### config.mk
export PLATFORM = sky130hd
export DESIGN_NAME = i2c_txn_scheduler
export DESIGN_NICKNAME = d
export VERILOG_FILES = /design/src/rtl/i2c_txn_scheduler.sv
export SDC_FILE = /design/constraint.sdc
export NUM_CORES = 1
export LEC_CHECK = 0
export CAP_MARGIN = 20
export CORE_MARGIN = 8
export CORE_UTILIZATION = 51
export DETAILED_ROUTE_END_ITERATION = 8
export GPL_TIMING_DRIVEN = 0
export HOLD_SLACK_MARGIN = 0.05
export PLACE_DENSITY_LB_ADDON = 0.12
export REMOVE_ABC_BUFFERS = 1
export SLEW_MARGIN = 5
export SYNTH_ARGS = -nofsm -noshare
export SYNTH_HDL_FRONTEND = slang
export SYNTH_SLANG_ARGS = --single-unit
### constraint.sdc
create_clock -name clk_4MHz -period 5.1 [get_ports clk_4MHz]
set_input_delay 1.02 -clock clk_4MHz [delete_from_list [all_inputs] [get_ports clk_4MHz]]
set_output_delay 1.02 -clock clk_4MHz [all_outputs]
set_load 0.02 [all_outputs]
### src/rtl/i2c_txn_scheduler.sv
// Round-robin scheduler sharing one byte-level I2C engine between N_REQ requesters.
// Expands each granted transaction into engine commands and streams read bytes back.
module i2c_txn_scheduler #(
  parameter int unsigned N_REQ       = 2,
  parameter int unsigned LEN_W       = 4,
  parameter int unsigned TIMEOUT_CYC = 4095
) (
  input  logic                     clk_4MHz,
  input  logic                     rst,
  input  logic [N_REQ-1:0]         req_valid,
  input  logic [N_REQ-1:0]         req_rw,
  input  logic [7*N_REQ-1:0]       req_dev,
  input  logic [8*N_REQ-1:0]       req_reg,
  input  logic [8*N_REQ-1:0]       req_wdata,
  input  logic [LEN_W*N_REQ-1:0]   req_len,
  output logic [N_REQ-1:0]         txn_done,
  output logic [1:0]               txn_status,
  output logic                     rd_valid,
  output logic [7:0]               rd_data,
  output logic                     rd_last,
  output logic [2:0]               rd_id,
  output logic                     eng_cmd_valid,
  input  logic                     eng_cmd_ready,
  output logic [2:0]               eng_cmd,
  output logic [7:0]               eng_wdata,
  input  logic                     eng_done,
  input  logic [7:0]               eng_rdata,
  input  logic                     eng_nack,
  output logic                     eng_abort
);

  localparam int unsigned ID_W = (N_REQ > 1) ? $clog2(N_REQ) : 1;
  localparam int unsigned TC_W = $clog2(TIMEOUT_CYC + 1);

  typedef enum logic [3:0] {
    S_IDLE, S_ARB, S_START, S_DEVW, S_REG, S_DATA, S_RSTART, S_DEVR, S_READ, S_STOP, S_DONE
  } state_e;

  typedef enum logic [2:0] {
    CMD_START = 3'd0, CMD_WRITE = 3'd1, CMD_READ_ACK = 3'd2,
    CMD_READ_NACK = 3'd3, CMD_STOP = 3'd4, CMD_RSTART = 3'd5
  } cmd_e;

  typedef enum logic [1:0] {ST_OK = 2'd0, ST_NACK = 2'd1, ST_TIMEOUT = 2'd2} status_e;

  state_e              r_state, w_state_nxt;
  status_e             r_status, w_status_nxt;
  logic                r_wait, w_wait_nxt;
  logic [TC_W-1:0]     r_tcnt, w_tcnt_nxt;
  logic [ID_W-1:0]     r_ptr, r_grant, w_grant, w_idx;
  logic                w_found;
  logic                r_rw;
  logic [6:0]          r_dev;
  logic [7:0]          r_reg, r_wdata;
  logic [LEN_W-1:0]    r_cnt;
  logic                r_rd_valid, r_rd_last, r_abort;
  logic [7:0]          r_rd_data;
  logic                w_progress, w_read_done, w_timeout;

  // First pending requester strictly after the last winner, wrapping.
  always_comb begin
    w_grant = r_ptr;
    w_found = 1'b0;
    w_idx   = '0;
    for (int unsigned i = 1; i <= N_REQ; i++) begin
      w_idx = ID_W'((32'(r_ptr) + i) % N_REQ);
      if (!w_found && req_valid[w_idx]) begin
        w_grant = w_idx;
        w_found = 1'b1;
      end
    end
  end

  always_ff @(posedge clk_4MHz) begin
    if (rst) begin
      r_state  <= S_IDLE;
      r_status <= ST_OK;
      r_wait   <= 1'b0;
      r_tcnt   <= '0;
    end else begin
      r_state  <= w_state_nxt;
      r_status <= w_status_nxt;
      r_wait   <= w_wait_nxt;
      r_tcnt   <= w_tcnt_nxt;
    end
  end

  // Every command state has two phases: offer (r_wait=0) then await eng_done (r_wait=1).
  always_comb begin
    w_state_nxt   = r_state;
    w_status_nxt  = r_status;
    w_wait_nxt    = r_wait;
    w_tcnt_nxt    = r_tcnt;
    w_progress    = 1'b0;
    w_read_done   = 1'b0;
    w_timeout     = 1'b0;
    eng_cmd_valid = 1'b0;
    eng_cmd       = CMD_START;
    eng_wdata     = '0;
    txn_done      = '0;
    txn_status    = '0;

    case (r_state)
      S_IDLE: if (|req_valid) w_state_nxt = S_ARB;
      S_ARB: begin
        w_state_nxt  = S_START;
        w_status_nxt = ST_OK;
        w_wait_nxt   = 1'b0;
        w_tcnt_nxt   = '0;
      end
      S_DONE: begin
        txn_done[r_grant] = 1'b1;
        txn_status        = r_status;
        w_state_nxt       = S_IDLE;
      end
      default: begin
        eng_cmd_valid = !r_wait;
        case (r_state)
          S_START:  eng_cmd = CMD_START;
          S_DEVW:   begin eng_cmd = CMD_WRITE; eng_wdata = {r_dev, 1'b0}; end
          S_REG:    begin eng_cmd = CMD_WRITE; eng_wdata = r_reg; end
          S_DATA:   begin eng_cmd = CMD_WRITE; eng_wdata = r_wdata; end
          S_RSTART: eng_cmd = CMD_RSTART;
          S_DEVR:   begin eng_cmd = CMD_WRITE; eng_wdata = {r_dev, 1'b1}; end
          S_READ:   eng_cmd = (r_cnt != '0) ? CMD_READ_ACK : CMD_READ_NACK;
          default:  eng_cmd = CMD_STOP;
        endcase

        w_progress = r_wait ? eng_done : eng_cmd_ready;
        if (w_progress) begin
          w_tcnt_nxt = '0;
          w_wait_nxt = !r_wait;
          if (r_wait) begin
            case (r_state)
              S_START:  w_state_nxt = S_DEVW;
              S_RSTART: w_state_nxt = S_DEVR;
              S_READ: begin
                w_read_done = 1'b1;
                if (r_cnt == '0) w_state_nxt = S_STOP;
              end
              S_STOP:   w_state_nxt = S_DONE;
              default: begin
                if (eng_nack) begin
                  w_state_nxt  = S_STOP;
                  w_status_nxt = ST_NACK;
                end else begin
                  case (r_state)
                    S_DEVW:  w_state_nxt = S_REG;
                    S_REG:   w_state_nxt = r_rw ? S_RSTART : S_DATA;
                    S_DEVR:  w_state_nxt = S_READ;
                    default: w_state_nxt = S_STOP;
                  endcase
                end
              end
            endcase
          end
        end else if (r_tcnt == TC_W'(TIMEOUT_CYC - 1)) begin
          w_timeout    = 1'b1;
          w_status_nxt = ST_TIMEOUT;
          w_state_nxt  = S_DONE;
          w_wait_nxt   = 1'b0;
          w_tcnt_nxt   = '0;
        end else begin
          w_tcnt_nxt = r_tcnt + 1'b1;
        end
      end
    endcase
  end

  always_ff @(posedge clk_4MHz) begin
    if (rst) begin
      r_ptr      <= ID_W'(N_REQ - 1);
      r_grant    <= '0;
      r_rw       <= 1'b0;
      r_dev      <= '0;
      r_reg      <= '0;
      r_wdata    <= '0;
      r_cnt      <= '0;
      r_rd_valid <= 1'b0;
      r_rd_data  <= '0;
      r_rd_last  <= 1'b0;
      r_abort    <= 1'b0;
    end else begin
      if (r_state == S_ARB) begin
        r_ptr   <= w_grant;
        r_grant <= w_grant;
        r_rw    <= req_rw[w_grant];
        r_dev   <= req_dev[w_grant*7 +: 7];
        r_reg   <= req_reg[w_grant*8 +: 8];
        r_wdata <= req_wdata[w_grant*8 +: 8];
        r_cnt   <= req_len[w_grant*LEN_W +: LEN_W];
      end else if (w_read_done && r_cnt != '0) begin
        r_cnt <= r_cnt - 1'b1;
      end
      r_rd_valid <= w_read_done;
      if (w_read_done) begin
        r_rd_data <= eng_rdata;
        r_rd_last <= (r_cnt == '0);
      end
      r_abort <= w_timeout;
    end
  end

  assign rd_valid  = r_rd_valid;
  assign rd_data   = r_rd_data;
  assign rd_last   = r_rd_last;
  assign eng_abort = r_abort;
  assign rd_id     = (r_rd_valid || r_state == S_DONE) ? 3'(r_grant) : '0;

endmodule

# Word level (Yosys, flattened, before mapping)

Index checks and enable logic that the tools add are counted.

Register bits after elaboration: 60
Bits of input ports: 71
Output and inout bits: 30
Word-level logic and storage cells: 118

Add/subtract/negate cells: 4
Multiply operators: 1
$lt $le $gt $ge: 5
Eq/ne operators: 17
Shift operators: 4
Mux-type cells: 50
Bitwise gates (word level): 1
Reduce and logical (&&, ||, !) cells: 21

Operator list:

| cell                                                  | count |
|---|---|
| two-way mux 4 bit                                     | 8 |
| one-hot mux 8 bit (4 select lines)                    | 1 |
| indexed part select 16 x 5 -> 8 bit                   | 2 |
| two-way mux 12 bit                                    | 2 |
| one-hot mux 12 bit (2 select lines)                   | 1 |
| one-hot mux 4 bit (3 select lines)                    | 2 |
| two-way mux 1 bit                                     | 21 |
| == test 4 x 3 -> 1 bit, second input constant         | 4 |
| two-way mux 2 bit                                     | 8 |
| one-hot mux 4 bit (4 select lines)                    | 1 |
| indexed part select 14 x 5 -> 7 bit                   | 1 |
| adder 12 x 1 -> 12 bit, second input constant         | 1 |
| == test 12 bit, second input constant                 | 1 |
| == test 4 bit, second input constant                  | 3 |
| one-hot mux 3 bit (4 select lines)                    | 1 |
| inequality test 3 x 2 -> 1 bit, second input constant | 3 |
| == test 4 x 2 -> 1 bit, second input constant         | 2 |
| logical NOT 4 bit                                     | 2 |
| < comparator 1 x 2 -> 1 bit, second input constant    | 4 |
| two-way mux 8 bit                                     | 1 |
| OR reduction 4 bit                                    | 2 |
| indexed part select 8 x 4 -> 4 bit                    | 1 |
| inequality test 6 bit, second input constant          | 1 |
| inequality test 5 x 2 -> 1 bit, second input constant | 1 |
| 24 further kinds                                      | 29 |

# Logic depth before layout (Yosys ltp)

Gate-level depths: netlist of run 1.

Depth in word-level cells: 9
Gate-level depth with buffers: 7
Mapped depth without buffers: 7

# Worst setup path before layout of run 1

No wires, ideal clock.

Kind: register to output
From: register r_state[0]
To: output port eng_wdata[1]
Arrival time: 1505 ps
Required time: 4080 ps
Path slack: 2575 ps
Stages on the path, launching flop included: 6
Path buffers: 1
Cells stage by stage: dfxtp_1 clkbuf_1 and2_1 nor2b_1 a222oi_1 inv_1

Longest elaborated chain between the ends: 3

Ends and longest elaborated chain:

| item                                                                            | RTL line | RTL |
|---|---|---|
| start: declaration                                                              | 46       | `state_e r_state, w_state_nxt;` |
| start signal: assignment                                                        | 81       | `r_state <= w_state_nxt;` |
| == test 4 x 3 -> 1 bit, or another cell as far along                            | 118      | `case (r_state)` |
| one-hot mux 8 bit (4 select lines) / OR reduction 3 bit (equally long branches) | -        |  |
| two-way mux 8 bit *                                                             | 103      | `case (r_state)` |
| end: declaration                                                                | 25       | `output logic [7:0] eng_wdata,` |

Mark *: on every way between the ends. The rest lies on a longest branch, timed or not.

# Worst setup path after layout of run 1

From: register r_state[2]
To: output port eng_wdata[4]

The elaborated chain is that of the path after synthesis.

==> results of run 1 <==
## report_power, final
group / total (mW) / switching (mW) / leakage (nW) / internal, mW
Clock: 0.436 / 0.198 / 0.0983 / 0.238
Sequential: 0.685 / 0.110 / 0.489 / 0.575
Combinational: 0.784 / 0.429 / 1.14 / 0.355
Total: 1.91 / 0.737 / 1.72 / 1.17
## cells in the mapped netlist (all sizes together) (3+ instances only)
library cell,n
dfxtp,60
nor2,55
nand2,35
mux2i,28
a211oi,27
a21oi,24
clkbuf,21
inv,14
o21ai,13
nor3,9
a222oi,7
nand4,7
and2,6
buf,6
nand2b,6
nor2b,5
xor2,5
and3,4
nand3,4
a31oi,3
ha,3
nor4,3
or3,3
or4,3
## area by class of cell
cell class | count | share of cell area, %
Clock buffer | 10 | 3.05
Clock inverter | 6 | 1.42
Inverter | 14 | 1.17
Multi-Input combinational cell | 290 | 41.9
Sequential cell | 60 | 26.6
Tap cell | 77 | 2.14
Timing Repair Buffer | 103 | 23.7
## cells by family after synthesis
logic type	Yosys count	share of synthesized area [%]
AND/OR/NAND/NOR	152	23.4
AO/OA/AOI/OAI	96	21.4
flip-flops	60	37.1
buffers and inverters	41	5.21
multiplexers	30	9.73
XOR/XNOR	7	1.89
adder cells (fa/ha/maj)	3	1.16
other	1	0.116
## final timing paths
kind         cells past startpoint                      end
max                              5             eng_wdata[4]
min reg2reg                      2  rd_data[3]$_SDFFE_PP0P_
max reg2reg                      5  r_state[3]$_SDFFE_PP0P_
min                              2  rd_data[3]$_SDFFE_PP0P_
## cell usage in the layout (no fill, tap or decap), types with 3 or more instances in the layout
cell	synthesis	final
nor3_1	9	8
clkdlybuf4s50_1	0	97
nand2_1	35	35
and2_1	6	6
a211oi_1	27	27
a21oi_1	24	24
inv_1	14	14
nor2b_1	5	5
o21ai_0	13	12
xor2_1	5	5
or4_1	3	3
or3_1	3	3
nand2b_1	6	6
nor2_1	54	54
clkbuf_8	0	10
and3_1	4	4
a31oi_1	3	3
nand4_1	6	6
mux2i_1	27	27
a222oi_1	7	7
ha_1	3	3
dfxtp_1	60	60
nand3_1	4	4
## per-layer routing
metal	GRT usage (%)	vias up
met5	0	-
met4	6.02	0
met3	7.80	13
met2	35.3	130
met1	23.3	1497
li1	-	1601
## through the flow
stage / TNS, ps / worst slack (ps) / cells / power (mW)
2_1_floorplan: 0 / 525 / 364 / 1.21
3_3_place_gp: -26950 / -792 / 539 / 1.44
3_5_place_dp: 0 / 1540 / 544 / 1.47
4_1_cts: 0 / 1170 / 560 / 1.91
5_1_grt: 0 / 859 / 560 / 2.03
6_report: 0 / 1190 / 560 / 1.91
## critical path: cells and delay by family, from the launching register on
family | cells | cell delay (ps)
simple gates | 2 | 860
flops | 1 | 760
buf+inv | 2 | 730
compound gates | 1 | 210
==> flow_metrics.tcl, run 1 <==
set metrics [dict create \
    post-route-period-util_pct 76.7 \
    cts_resized 0 \
    top_layer "met4" \
    tritoncts "done" \
    avgSynthCellArea_sq_um 8.31 \
    setup.worst_path.class "reg2out" \
    clk_latency_ps 340 \
    coreArea_sq_um 6240 \
    fin_crit_ps 3910 \
    fin_area_sq_um 4510 \
    h-tree-depth 3 \
    ir_drop_v 0.000245 \
    hold_ws_ps 458 \
    viasPerCell 5.79 \
    synthDominantCellAreaShare_pct 37.1 \
    crit_path_top_delay_cell "dfxtp_1" \
    clock-root-buffer "clkbuf_8" \
    async_flop_share_pct 0 \
    clkTransAtPathRegs_ps 70 \
    max_freq_mhz 256 \
    power.density_nw_per_um2 423 \
    wl_met2_um 4490 \
    dp_hpwl_um 6750 \
    synth-seq-cells 60 \
    r2r-start "r_state[3]$_SDFFE_PP0P_" \
    cts_setup_buffers 0 \
    drc 0 \
    dr_total_vias 3241 \
    ys_warn_count 0 \
    hold_buffers 0 \
    synth_edf_count 0 \
    area_growth_syn_to_layout_pct 39.2 \
    die_w_um 95.7 \
    synthesis.area_sq_um 3240 \
    crit_fanout 21 \
    ys_types 61 \
    ys_seq_area_share_pct 37.1 \
    outcome "complete, no violations" \
    hp-start "rd_data[3]$_SDFFE_PP0P_" \
    grt_pass1_wl_um 15100 \
    first_global_vias 3230 \
    cts.sinks 60 \
    row_count 29 \
    routedWlPerCell_um 16.1 \
    max_stage_delay_ps 760 \
    end_kind "primary output" \
    min_path_type "reg2reg" \
    antenna_found_initial 0 \
    start_kind "flop" \
    drt_iter0_drc 150 \
    multi_input_area_sq_um 1890 \
    die_y_um 95.7 \
    ios 101 \
    path_cells "nand2b_1, nor3_1, a222oi_1, inv_1, clkdlybuf4s50_1" \
    fin_util_pct 72.3 \
    reg2reg_setup_slack_ps 2580 \
    drv_slew 0 \
    worstPathRequired_ps 4080 \
    critPathLaunch "r_state[2]$_SDFFE_PP0P_" \
    port_buffers 98 \
    max_slew_margin_pct 38.2 \
    routed_wl_um 9030 \
    synth_top_area_cell "dfxtp_1" \
    setup_violations 0 \
    hold_viol_final 0 \
    post_route_cells_drive_above_1_share_pct 7.45 \
    track_usage_pct 20.6 \
    diodes 0 \
    max_cap_viol_count 0 \
    overflow 0 \
    gp_congestion 0.854 \
    nets 552 \
    dieArea_sq_um 9160 \
    cp.arrival_ps 2890 \
    wl_met3_um 785 \
    wl_met1_um 3640 \
    placed_cell_area_sq_um 4310 \
    grt_max_degree 30 \
    clk_path_buf_depth 2 \
    drtPass1Iterations 5 \
    cts_buffers 9 \
    rsz0062_at_grt "false" \
    skew_ps 10.8 \
    synthFlopType "dfxtp_1" \
    ant_nets 0 \
    syn-instance-count 390 \
    regArea_sq_um 1200 \
    synth_area_leaders "dfxtp_1 (37%), mux2i_1 (8.3%), a211oi_1 (6.3%)" \
    cellLeakagePower_nw 1.72 \
    n_fill_cell 501 \
    largest_reg_flops 12 \
    worst_slew_pin_slew_ps 920 \
    start_util_pct 51.9 \
    largest_register "r_tcnt" \
]
Power figures use the tool's default switching activity.
==> inputs of run 2 (changes only) <==
--- a/config.mk
+++ b/config.mk
@@ -7,7 +7,7 @@
 export LEC_CHECK = 0
 export CAP_MARGIN = 20
 export CORE_MARGIN = 8
-export CORE_UTILIZATION = 51
+export CORE_UTILIZATION = 42
 export DETAILED_ROUTE_END_ITERATION = 8
 export GPL_TIMING_DRIVEN = 0
 export HOLD_SLACK_MARGIN = 0.05
==> constraint.sdc (replaced) <==
create_clock -name clk_4MHz -period 3.4 [get_ports clk_4MHz]
set_input_delay 0.68 -clock clk_4MHz [delete_from_list [all_inputs] [get_ports clk_4MHz]]
set_output_delay 0.68 -clock clk_4MHz [all_outputs]
set_load 0.02 [all_outputs]
==> flow_metrics.tcl, run 2 (synthesis gave the netlist of run 1 again) <==
set metrics [dict create \
    cts_buffers 9 \
    fin_crit_ps 3250 \
    hold_viol_final 0 \
    max_slew_margin_pct 52.8 \
    start_util_pct 42.6 \
    coreArea_sq_um 7610 \
    antenna_found_initial 0 \
    overflow 0 \
    crit_fanout 23 \
    end_kind "primary output" \
    dp_slack_ps 165 \
    drtPass1Iterations 4 \
    grt_max_degree 27 \
    ios 101 \
    worst_slack_ps 154 \
    max_cap_viol_count 0 \
    worst_slew_pin_slew_ps 707 \
    drt_iter0_drc 183 \
    skew_ps 5.08 \
    tns_ps 0 \
    die_y_um 104 \
    routedWlPerCell_um 15.1 \
    drc 0 \
    ant_nets 0 \
    port_buffers 98 \
    area_growth_syn_to_layout_pct 41.0 \
    routed_wl_um 8850 \
    clkTransAtPathRegs_ps 60 \
    worstPathRequired_ps 2720 \
    track_usage_pct 16.9 \
    hold_buffers 0 \
    tritoncts "done" \
    dr_total_vias 3140 \
    min_path_type "reg2reg" \
    dieArea_sq_um 10800 \
    largest_register "r_tcnt" \
    drv_slew 0 \
    h-tree-depth 3 \
    clk_path_buf_depth 2 \
    clk_latency_ps 340 \
    start_kind "flop" \
    n_fill_cell 679 \
    post-route-period-util_pct 95.5 \
    most-common-layout-cells "clkdlybuf4s50_1 (97), dfxtp_1 (58), nor2_1 (53), nand2_1 (35)" \
    gp_congestion 0.826 \
    power.density_nw_per_um2 634 \
    row_count 32 \
    die_w_um 104 \
    rsz0062_at_grt "false" \
    max_freq_mhz 308 \
    cts.sinks 60 \
    viasPerCell 5.36 \
    post_route_cells_drive_above_1_share_pct 8.47 \
    outcome "complete, no violations" \
    grt_pass1_wl_um 15300 \
    ir_drop_v 0.000248 \
    first_global_vias 3200 \
    cellLeakagePower_nw 1.74 \
    nets 553 \
    clock-root-buffer "clkbuf_8" \
    layout_commonest_cell "clkdlybuf4s50_1" \
    diodes 0 \
    cp.arrival_ps 2570 \
    setup_violations 0 \
    setup.worst_path.class "reg2out" \
    dp_hpwl_um 6640 \
    largest_reg_flops 12 \
]
[run 2: final cells by class]
type                            count  area (sq um)  share of cell area, %
Multi-Input combinational cell    290          1900                   41.6
Sequential cell                    60          1200                   26.3
Timing Repair Buffer              104          1070                   23.4
Clock buffer                       11           141                   3.10
Tap cell                          102           128                   2.79
Clock inverter                      5          75.1                   1.64
Inverter                           14          52.6                   1.15
[run 2: power by group]
group          switching [mW]  total, mW  internal, mW  leakage (nW)
combinational           0.632       1.16         0.526          1.14
clock                   0.283      0.712         0.429         0.113
sequential              0.163       1.03         0.865         0.490
total                    1.08       2.90          1.82          1.74
[run 2: final timing paths]
path,slack (ps),to,startpoint,cells after the start
worst max-delay path,150,eng_cmd_valid,r_state[3]$_SDFFE_PP0P_,4
worst min-delay path,450,rd_data[5]$_SDFFE_PP0P_,rd_data[5]$_SDFFE_PP0P_,2
worst max register to register,850,r_state[3]$_SDFFE_PP0P_,r_state[3]$_SDFFE_PP0P_,5
worst min register to register,450,rd_data[5]$_SDFFE_PP0P_,rd_data[5]$_SDFFE_PP0P_,2
[run 2: through the flow]
stage / utilization (%) / cell area (sq um) / instances / power, mW / hold WS (ps)
after global placement: 55.7 / 4240 / 564 / 2.17 / 441
after detailed placement: 56.9 / 4330 / 569 / 2.20 / 449
final: 60.0 / 4570 / 586 / 2.90 / 454
after CTS: 59.9 / 4560 / 585 / 2.91 / 458
after global routing: 60.0 / 4570 / 586 / 3.11 / 485
after floorplan: - / 3130 / 364 / 1.81 / 451
[run 2: what timing repair did]
action                                  4_1_cts  5_1_grt
resized for setup                             3        2
setup buffers                                 0        0
endpoints found under the setup margin        7        7
[run 2: routing by layer]
layer	part of all wire, %	vias to the layer above	track usage, %
met5	0	-	0
met2	47	95	27.6
met4	1.7	0	7.86
li1	-	1595	-
met1	45	1436	19.7
met3	6.7	14	5.45
[run 2: worst max-delay path: stages (launching register included)]
cell and delay (ps):
dfxtp_1 780, and4bb_2 430, or2_0 390, nor2_1 80, clkdlybuf4s50_1 550
==> inputs of run 3 (changes only) <==
--- a/config.mk
+++ b/config.mk
@@ -10,8 +10,8 @@
 export CORE_UTILIZATION = 42
 export DETAILED_ROUTE_END_ITERATION = 8
 export GPL_TIMING_DRIVEN = 0
-export HOLD_SLACK_MARGIN = 0.05
 export PLACE_DENSITY_LB_ADDON = 0.12
+export RECOVER_POWER = 100
 export REMOVE_ABC_BUFFERS = 1
 export SLEW_MARGIN = 5
 export SYNTH_ARGS = -nofsm -noshare
==> flow_metrics.tcl, run 3 (synthesis gave the netlist of run 1 again) <==
set metrics [dict create \
    routedWlPerCell_um 15.1 \
    crit_path_top_delay_cell "dfxtp_1" \
    worst_slew_pin_slew_ps 1110 \
    ios 101 \
    max_stage_delay_ps 760 \
    dieArea_sq_um 10800 \
    worst_slack_ps 177 \
    hold_viol_final 0 \
    start_util_pct 42.6 \
    r2r_end "r_reg[6]$_SDFFE_PP0P_" \
    max_cap_viol_count 0 \
    track_usage_pct 16.9 \
    drv_slew 0 \
    row_count 32 \
    fin_area_sq_um 4510 \
    cts_setup_buffers 0 \
    end_kind "primary output" \
    holdPathEnd "rd_data[5]$_SDFFE_PP0P_" \
    rsz0062_at_grt "false" \
    skew_ps 5.74 \
    die_y_um 104 \
    dr_total_vias 3152 \
    drt_iter0_drc 199 \
    grt_max_degree 27 \
    grt_pass1_wl_um 15300 \
    drtPass1Iterations 4 \
    crit_fanout 23 \
    max_freq_mhz 310 \
    r2r-start "r_state[1]$_SDFFE_PP0P_" \
    fin_crit_ps 3220 \
    diodes 0 \
    setup_violations 0 \
    clk_latency_ps 340 \
    cts_buffers 9 \
    min_path_type "reg2reg" \
    post_route_cells_drive_above_1_share_pct 7.23 \
    start_kind "flop" \
    routed_wl_um 8830 \
    dp_hpwl_um 6640 \
    r2r_cells 6 \
    largest_register "r_tcnt" \
    die_w_um 104 \
    ir_drop_v 0.000247 \
    first_global_vias 3200 \
    viasPerCell 5.38 \
    h-tree-depth 3 \
    max_slew_margin_pct 25.1 \
    tritoncts "done" \
    final_cells 586 \
    n_fill_cell 687 \
    most-common-layout-cells "clkdlybuf4s50_1 (77), dfxtp_1 (58), nor2_1 (54), nand2_1 (35), mux2i_1 (28)" \
    antenna_found_initial 0 \
    critPathBufInv 1 \
    area_growth_syn_to_layout_pct 39.3 \
    ant_nets 0 \
    whs_path_depth 2 \
    largest_reg_flops 12 \
    cpLargestDelayFamily "simple AND/OR/NAND/NOR gates" \
    outcome "complete, no violations" \
    reg2reg_setup_slack_ps 340 \
    dp_slack_ps 165 \
    coreArea_sq_um 7610 \
    cts.sinks 60 \
    place_inst 569 \
    setup.worst_path.class "reg2out" \
    clock-root-buffer "clkbuf_8" \
    clk_path_buf_depth 2 \
    post-route-period-util_pct 94.8 \
    nets 553 \
    port_buffers 98 \
    worstPathRequired_ps 2720 \
    gp_congestion 0.826 \
    placed_cell_area_sq_um 4330 \
    hp-start "rd_data[5]$_SDFFE_PP0P_" \
    power.density_nw_per_um2 632 \
    cp.arrival_ps 2540 \
    cellLeakagePower_nw 1.78 \
    layout_commonest_cell "clkdlybuf4s50_1" \
    clkTransAtPathRegs_ps 60 \
    path_cells "and4bb_1, or2_0, nor2_1, clkdlybuf4s50_1" \
    drc 0 \
    overflow 0 \
]
## run 3: cell count changes in the layout (fill, tap and decap cells not counted), sizes merged
| cell | before | now |
|---|---|---|
| clkbuf | 12 | 15 |
| clkdlybuf4s50 | 97 | 77 |
| dlygate4sd3 | 0 | 20 |
| buf | 6 | 3 |
## run 3: metal layers
layer  track usage (%)  routed length [um]
met5                 0                   0
met4              7.86                 148
met3              5.45                 629
met2              27.6                4090
met1              19.7                3960
## run 3: metrics by stage
step | util [%] | TNS (ps) | hold slack (ps) | power [mW]
4_1_cts | 59.9 | 0 | 458 | 2.91
5_1_grt | 59.3 | 0 | 482 | 3.07
2_1_floorplan | - | -32930 | 451 | 1.81
3_5_place_dp | 56.9 | 0 | 449 | 2.20
6_report | 59.3 | 0 | 451 | 2.85
3_3_place_gp | 55.7 | -95360 | 441 | 2.17
## run 3: worst max-delay path by stage
stage | startpoint | to | slack (ps) | cells past startpoint
floorplan | r_state[0]$_SDFFE_PP0P_ | r_tcnt[5]$_SDFFE_PP0N_ | -920 | 5
global placement | r_state[0]$_SDFFE_PP0P_ | r_tcnt[5]$_SDFFE_PP0N_ | -2610 | 5
detailed placement | r_state[2]$_SDFFE_PP0P_ | eng_wdata[6] | 160 | 5
CTS | r_state[0]$_SDFFE_PP0P_ | eng_wdata[6] | 70 | 5
global route | r_state[3]$_SDFFE_PP0P_ | eng_cmd_valid | 10 | 4
finish | r_state[3]$_SDFFE_PP0P_ | eng_cmd_valid | 180 | 4
## run 3: worst reg2reg max path: stages, from the launching register on
cell and delay (ps):
dfxtp_1 480, nand2b_1 300, nor3_1 880, clkbuf_1 610, clkbuf_2 440, nor2_1 80
a211oi_1 200
## run 3: cell type report
class                           instances  area [sq um]  area share [%]
Inverter                               14          52.6            1.16
Clock inverter                          5          75.1            1.66
Clock buffer                           11           141            3.13
Sequential cell                        60          1200            26.7
Multi-Input combinational cell        290          1860            41.2
Timing Repair Buffer                  104          1050            23.3
Tap cell                              102           128            2.83
## run 3: power by group
| group | switching, mW | internal [mW] | leakage (nW) |
|---|---|---|---|
| sequential | 0.161 | 0.865 | 0.490 |
| combinational | 0.624 | 0.494 | 1.18 |
| clock | 0.280 | 0.429 | 0.113 |
| total | 1.06 | 1.79 | 1.78 |
## run 3: timing repair
action,CTS,global route
pin swaps,0,0
setup endpoints to repair,7,7
gates resized for setup,3,2
hold buffers,0,0
